===== src/rtl/lsu_mem_ctrl.sv =====
// -----------------------------------------------------------------------------
// lsu_mem_ctrl
// Load/store controller between the execute stage and a byte-banked data RAM.
// Accepts one load or store per handshake, converts the byte address into a
// word address, and builds per-lane write enables and lane-aligned write data.
// Load data is extracted, then sign- or zero-extended into a registered
// response. An access that straddles a word boundary is split into two RAM
// cycles: FIRST handles word W and SECOND handles word W+1.
//
// Ports
//   clk, rst            clock (rising edge) and async active-high reset
//   clk_en              global stall; 0 holds all state and registered outputs
//   i_req_*/o_req_ready request handshake (we, size, unsigned, addr, wdata)
//   o_resp_*            one-cycle response pulse with extended data and error
//   o_mem_read_*        RAM read strobe/word address; i_mem_read_data is
//                       combinational from o_mem_read_addr
//   o_mem_write_*       RAM write strobe, lane enables, word address, data
// -----------------------------------------------------------------------------
module lsu_mem_ctrl #(
  parameter int ADDR_WIDTH = 31,
  parameter int DATA_WIDTH = 31
) (
  input  logic                  clk,
  input  logic                  rst,
  input  logic                  clk_en,
  input  logic                  i_req_valid,
  output logic                  o_req_ready,
  input  logic                  i_req_we,
  input  logic [1:0]            i_req_size,
  input  logic                  i_req_unsigned,
  input  logic [ADDR_WIDTH:0]   i_req_addr,
  input  logic [DATA_WIDTH:0]   i_req_wdata,
  output logic                  o_resp_valid,
  output logic [DATA_WIDTH:0]   o_resp_rdata,
  output logic                  o_resp_err,
  output logic                  o_mem_read_req,
  output logic [ADDR_WIDTH:0]   o_mem_read_addr,
  input  logic [DATA_WIDTH:0]   i_mem_read_data,
  output logic                  o_mem_write_enable,
  output logic [3:0]            o_mem_byte_enable,
  output logic [ADDR_WIDTH:0]   o_mem_write_addr,
  output logic [DATA_WIDTH:0]   o_mem_write_data
);

  typedef enum logic [1:0] {
    ST_IDLE   = 2'b00,
    ST_FIRST  = 2'b01,
    ST_SECOND = 2'b10,
    ST_RESP   = 2'b11
  } state_t;

  state_t                state_r;
  state_t                state_s;

  logic                  we_r;
  logic [1:0]            size_r;
  logic                  uns_r;
  logic [1:0]            off_r;
  logic [ADDR_WIDTH:0]   word_r;
  logic [DATA_WIDTH:0]   wdata_r;
  logic [DATA_WIDTH:0]   lo_r;
  logic [DATA_WIDTH:0]   rdata_r;
  logic                  err_r;

  logic                  accept_s;
  logic [7:0]            base_mask_s;
  logic [7:0]            mask8_s;
  logic [63:0]           data64_s;
  logic                  cross_s;
  logic [ADDR_WIDTH:0]   word_hi_s;
  logic [DATA_WIDTH:0]   resp_data_s;
  logic                  resp_err_s;

  // Shift the {HI,LO} pair down by the byte offset, keep the access size and
  // extend it to a full word.
  function automatic logic [31:0] extend_load(input logic [63:0] pair,
                                              input logic [1:0]  off,
                                              input logic [1:0]  size,
                                              input logic        uns);
    logic [63:0] sh;
    logic [31:0] res;
    sh = pair >> {off, 3'b000};
    case (size)
      2'b00:   res = uns ? {24'h000000, sh[7:0]}  : {{24{sh[7]}}, sh[7:0]};
      2'b01:   res = uns ? {16'h0000, sh[15:0]}   : {{16{sh[15]}}, sh[15:0]};
      2'b10:   res = sh[31:0];
      default: res = 32'h0000_0000;
    endcase
    return res;
  endfunction

  // Ready only in IDLE and never while reset is asserted.
  assign o_req_ready  = (state_r == ST_IDLE) && !rst;
  assign accept_s     = i_req_valid && o_req_ready;
  assign o_resp_valid = (state_r == ST_RESP);
  assign o_resp_rdata = rdata_r;
  assign o_resp_err   = err_r;

  // Lane mask, shifted store data and the wrapped upper word address.
  always_comb begin
    case (size_r)
      2'b00:   base_mask_s = 8'b0000_0001;
      2'b01:   base_mask_s = 8'b0000_0011;
      2'b10:   base_mask_s = 8'b0000_1111;
      default: base_mask_s = 8'b0000_0000;
    endcase
    mask8_s  = base_mask_s << off_r;
    data64_s = {32'h0000_0000, wdata_r} << {off_r, 3'b000};
    cross_s  = |mask8_s[7:4];
    // The word address space is ADDR_WIDTH-1 bits wide, so W+1 wraps to 0.
    word_hi_s = {(ADDR_WIDTH+1){1'b0}};
    word_hi_s[ADDR_WIDTH-2:0] = word_r[ADDR_WIDTH-2:0] + {{(ADDR_WIDTH-2){1'b0}}, 1'b1};
  end

  // Next-state logic.
  always_comb begin
    state_s = state_r;
    case (state_r)
      ST_IDLE: begin
        if (accept_s) begin
          if (i_req_size == 2'b11) begin
            state_s = ST_RESP;
          end else begin
            state_s = ST_FIRST;
          end
        end else begin
          state_s = ST_IDLE;
        end
      end
      ST_FIRST: begin
        if (cross_s) begin
          state_s = ST_SECOND;
        end else begin
          state_s = ST_RESP;
        end
      end
      ST_SECOND: state_s = ST_RESP;
      ST_RESP:   state_s = ST_IDLE;
      default:   state_s = ST_IDLE;
    endcase
  end

  // RAM port drive: active only in FIRST/SECOND, zero everywhere else.
  always_comb begin
    o_mem_read_req     = 1'b0;
    o_mem_read_addr    = {(ADDR_WIDTH+1){1'b0}};
    o_mem_write_enable = 1'b0;
    o_mem_byte_enable  = 4'b0000;
    o_mem_write_addr   = {(ADDR_WIDTH+1){1'b0}};
    o_mem_write_data   = {(DATA_WIDTH+1){1'b0}};
    case (state_r)
      ST_FIRST: begin
        if (we_r) begin
          o_mem_write_enable = 1'b1;
          o_mem_byte_enable  = mask8_s[3:0];
          o_mem_write_addr   = word_r;
          o_mem_write_data   = data64_s[31:0];
        end else begin
          o_mem_read_req     = 1'b1;
          o_mem_read_addr    = word_r;
        end
      end
      ST_SECOND: begin
        if (we_r) begin
          o_mem_write_enable = 1'b1;
          o_mem_byte_enable  = mask8_s[7:4];
          o_mem_write_addr   = word_hi_s;
          o_mem_write_data   = data64_s[63:32];
        end else begin
          o_mem_read_req     = 1'b1;
          o_mem_read_addr    = word_hi_s;
        end
      end
      default: begin
        o_mem_read_req     = 1'b0;
      end
    endcase
  end

  // Response value to load when entering RESP; the final RAM word is used
  // straight from the bus so no extra capture cycle is needed.
  always_comb begin
    resp_data_s = {(DATA_WIDTH+1){1'b0}};
    resp_err_s  = 1'b0;
    case (state_r)
      ST_IDLE: begin
        // Entering RESP directly from IDLE only happens for an illegal size.
        resp_err_s = 1'b1;
      end
      ST_FIRST: begin
        if (we_r) begin
          resp_data_s = {(DATA_WIDTH+1){1'b0}};
        end else begin
          resp_data_s = extend_load({32'h0000_0000, i_mem_read_data}, off_r, size_r, uns_r);
        end
      end
      ST_SECOND: begin
        if (we_r) begin
          resp_data_s = {(DATA_WIDTH+1){1'b0}};
        end else begin
          resp_data_s = extend_load({i_mem_read_data, lo_r}, off_r, size_r, uns_r);
        end
      end
      default: begin
        resp_err_s = 1'b0;
      end
    endcase
  end

  // State register.
  always_ff @(posedge clk or posedge rst) begin
    if (rst) begin
      state_r <= ST_IDLE;
    end else if (clk_en) begin
      state_r <= state_s;
    end
  end

  // Request capture, lower-word load capture and registered response.
  always_ff @(posedge clk or posedge rst) begin
    if (rst) begin
      we_r    <= 1'b0;
      size_r  <= 2'b00;
      uns_r   <= 1'b0;
      off_r   <= 2'b00;
      word_r  <= {(ADDR_WIDTH+1){1'b0}};
      wdata_r <= {(DATA_WIDTH+1){1'b0}};
      lo_r    <= {(DATA_WIDTH+1){1'b0}};
      rdata_r <= {(DATA_WIDTH+1){1'b0}};
      err_r   <= 1'b0;
    end else if (clk_en) begin
      if (accept_s) begin
        we_r    <= i_req_we;
        size_r  <= i_req_size;
        uns_r   <= i_req_unsigned;
        off_r   <= i_req_addr[1:0];
        word_r  <= {2'b00, i_req_addr[ADDR_WIDTH:2]};
        wdata_r <= i_req_wdata;
      end
      if ((state_r == ST_FIRST) && !we_r) begin
        lo_r <= i_mem_read_data;
      end
      if ((state_s == ST_RESP) && (state_r != ST_RESP)) begin
        rdata_r <= resp_data_s;
        err_r   <= resp_err_s;
      end
    end
  end

endmodule

===== config.mk =====
export PLATFORM = sky130hd
export DESIGN_NAME = lsu_mem_ctrl
export DESIGN_NICKNAME = d
export VERILOG_FILES = /design/src/rtl/lsu_mem_ctrl.sv
export SDC_FILE = /design/constraint.sdc
export NUM_CORES = 1
export LEC_CHECK = 0
export CAP_MARGIN = 10
export CORE_MARGIN = 4
export CORE_UTILIZATION = 46
export CTS_CLUSTER_DIAMETER = 30
export CTS_CLUSTER_SIZE = 30
export DETAILED_ROUTE_END_ITERATION = 16
export PLACE_DENSITY = 0.89
export SLEW_MARGIN = 10
export SYNTH_ARGS = -nofsm -noshare
export SYNTH_HDL_FRONTEND = slang
export SYNTH_SLANG_ARGS = --single-unit
export TNS_END_PERCENT = 100

===== constraint.sdc =====
create_clock -name clk -period 4.3 [get_ports clk]
set_input_delay 0.86 -clock clk [delete_from_list [all_inputs] [get_ports clk]]
set_output_delay 0.86 -clock clk [all_outputs]
set_load 0.005 [all_outputs]

==> impl_results.md, run 1 <==
* First-pass GRT wire length at 51.65 mm
* CP Capture Type: output pin
* Unrepaired setup endpoints after global routing: no
* DRT Pass-1 Iters at 6
* Clk sinks at 135
* Vias in the first global route at 9117
* Row count at 52
* Int Power at 0.005005 W
* Syn Std Cell Area at 9599 um2
* Slew @ Worst Pin at 1184 ps
* Total CTS buffers at 17
* Reg2reg start: off_r[1]
* Clock power share at 17.4%
* Cells after Synth at 1001
* Post-synth ARST share at 100.0%
* Fin crit share at 94.93%
* Post-Route WL at 32.64 mm
* Min-delay src: o_resp_rdata[2]
* Initial antenna violation count at 0
* Sequential cell area fraction in the yosys report at 35.19%
* PwrDens at 680.9 nW/um2
* Crit start category: flip-flop
* Count of warnings emitted by yosys at 0
* DIE HEIGHT at 152.5 um
* Initial detailed-routing violation count at 1070
* Largest net degree at the start of global routing at 127
* EDFF count, synth at 0
* Multi-input logic area at 5781 um2
* Die W at 152.5 um
* Port Buffers at 236
* Most frequent cells in the layout: clkdlybuf4s50_1, dfrtp_1, mux2_2
* Clock Tree Root: clkbuf_16
* Max Clock Skew at 15.18 ps
* DP HPWL at 23.70 mm
* Nets at 1316
* Status: complete, no violations
* H-Tree Depth at 4
* Worst EP arrival at 3220 ps
* Post-synthesis cell type count at 70
* CTS tree: built
* P_leak at 5.143 nW
* Max Cap Viol at 0
* FILL cells at 1667
* NetSw at 0.003681 W
* Flop and latch count out of synthesis at 135
* Crit path launch: state_r[0]
* Synth Flop Type: dfrtp_1
* Max-slew violation count at 0
* Sw frac at 42.38%
* Setup TNS at 0 ps
* Final instance area at 12760 um2
* R2r setup slk at 1270 ps
* WL per Instance at 22.00 um
* F_max at 0.2450 GHz
* Max-Slew Margin vs Limit at 19.83%
* Worst-skew pair later-pin latency at 430 ps
* Placed cell area at 12150 um2
* GR Util All Layers at 27.20%
* Hold Violations, Final at 0
* Final setup viols at 0
* Post-route ant nets at 0
* Commonest non-fill, non-tap cell in the layout: clkdlybuf4s50_1
* Global route overflow at 0
* Sequential share of power at 29.7%
* Hold Crit Class: flip-flop to flip-flop
* Crit path max fanout at 19
* Vias at 9471
* RD Place Congestion at 0.9432
* Clock buffer depth at 2
* Num ports at 241
* Minimum clock period at 4082 ps
* Area grow syn2layout at 32.91%
* Setup CP Type: flip-flop to output pin
* Number of diodes at 0
* Syn Area/Cell at 9.590 um2
* Reg area at 3386 um2
* Routed vias/inst at 6.382
* Clk slew on worst S/H paths at 60 ps
* Starting Density at 47.14%
* Share of layout cells above drive strength 1 at 17.46%
* Total Die Area at 23240 um2
* Logic pwr share at 52.9%
* # DRC at 0
* Req. time, crit path at 3440 ps
* Core area at 20360 um2
* Post-CTS setup buffers at 0
* Worst vdd ir at 0.0003623 V
-- area by class of cell --
type	instances	area share [%]
Multi-Input combinational cell	766	45.31
Sequential cell	135	26.54
Timing Repair Buffer	264	20.26
Clock buffer	17	3.334
Tap cell	270	2.648
Clock inverter	15	1.383
Inverter	17	0.5296
-- state kept, by name (all words and copies together) (netlist names) --
signal and flops:
o_resp_rdata 32, off_r 2, uns_r 1, lo_r 32, word_r 30, size_r 2, wdata_r 32, state_r 2
o_resp_err 1, we_r 1
-- what timing repair did --
| action | in CTS | in global routing |
|---|---|---|
| gates resized for setup | 0 | 1 |
| setup endpoints to repair | 0 | 10 |
| hold endpoints to repair | 0 | 0 |
| hold buffers | 0 | 0 |
-- synth_stat cells (6+ instances only) --
master,instances,area [um2]
mux2i_1,71,710.7
o22ai_1,26,162.7
buf_4,7,52.55
and2_1,9,56.30
clkbuf_1,41,153.9
buf_2,25,125.1
buf_1,10,37.54
a22oi_1,11,82.58
mux4_2,8,180.2
dfrtp_1,135,3378
o311ai_0,6,52.55
a221o_1,16,160.2
a32oi_1,8,70.07
nand4_1,15,93.84
and3_1,18,112.6
o31ai_1,26,195.2
mux2_2,127,1430
nor2b_1,6,37.54
ha_1,11,137.6
o22a_1,8,70.07
inv_1,14,52.55
nand2_1,81,304.0
a21oi_1,45,225.2
a22o_1,10,87.58
o21ai_0,50,250.2
nand3_1,30,150.1
a21o_1,8,60.06
mux2_1,8,90.09
a31oi_1,19,118.9
nor2_1,67,251.5
a221oi_1,8,70.07
-- logic make-up (layout without fill, tap and decap cells) --
kind of cell	Yosys count	count (layout)	synth area share (%)
compound gates	274	274	19.68
xor+xnor	4	4	0.3650
fa+ha+maj	11	11	1.434
flops	135	135	35.19
simple gates	257	257	13.00
other cells	1	4	0.03907
mux	216	216	25.43
buf+inv	103	313	4.862
-- worst max-delay path: stages, from the launching register on --
cell             delay, ps
dfrtp_1                380
inv_1                  100
ha_1                   400
nand2_1                280
clkinv_1               130
nand2_1                270
buf_4                  310
nand2_1                160
o311ai_0               150
o41ai_1                140
clkdlybuf4s50_1        470
-- per-stage QoR --
step / power, W / util, % / hold WS [ps] / cells / setup WS (ps)
final: 0.008687 / 62.65 / 489.5 / 1484 / 218.2
after global routing: 0.009195 / 62.65 / 515.8 / 1484 / 25.74
after floorplan: 0.005464 / - / 478.7 / 1004 / 1413
after detailed placement: 0.007063 / 59.68 / 480.0 / 1452 / 611.1
after global placement: 0.006909 / 59.68 / 475.2 / 1452 / 730.8
after CTS: 0.008608 / 62.64 / 493.7 / 1484 / 152.4
-- path summary, 6_finish.rpt --
kind,end,cells after the start
max,o_mem_write_addr[18],10
min,o_resp_rdata[2],1
max reg2reg,o_resp_rdata[24],6
min reg2reg,o_resp_rdata[2],1
max in group asynchronous,off_r[0],3
min in group asynchronous,word_r[29],2
-- power by group through the flow --
stage / Sequential, W / Combinational [W] / Clock (W)
global route: 0.00267 / 0.00494 / 0.00159
detailed placement: 0.00257 / 0.00450 / 0
finish: 0.00258 / 0.00459 / 0.00151
floorplan: 0.00221 / 0.00325 / 0
CTS: 0.00255 / 0.00453 / 0.00153
global placement: 0.00252 / 0.00438 / 0
-- per-layer routing --
layer | wire length [um] | part of all wire (%) | vias to the layer above | track usage (%)
met5 | 0 | 0 | - | 0
met1 | 13620 | 42 | 4594 | 37.54
met4 | 1341 | 4.1 | 0 | 11.24
met2 | 14910 | 46 | 577 | 41.53
li1 | - | - | 4195 | -
met3 | 2769 | 8.5 | 105 | 6.106
Note: power is estimated with default switching activity, not from simulation.
==> inputs of run 2 (changes only) <==
--- a/config.mk
+++ b/config.mk
@@ -16,4 +16,3 @@
 export SYNTH_ARGS = -nofsm -noshare
 export SYNTH_HDL_FRONTEND = slang
 export SYNTH_SLANG_ARGS = --single-unit
-export TNS_END_PERCENT = 100
==> results of run 2 <==
The final DEF is identical to that of run 1; final timing and power are the same.
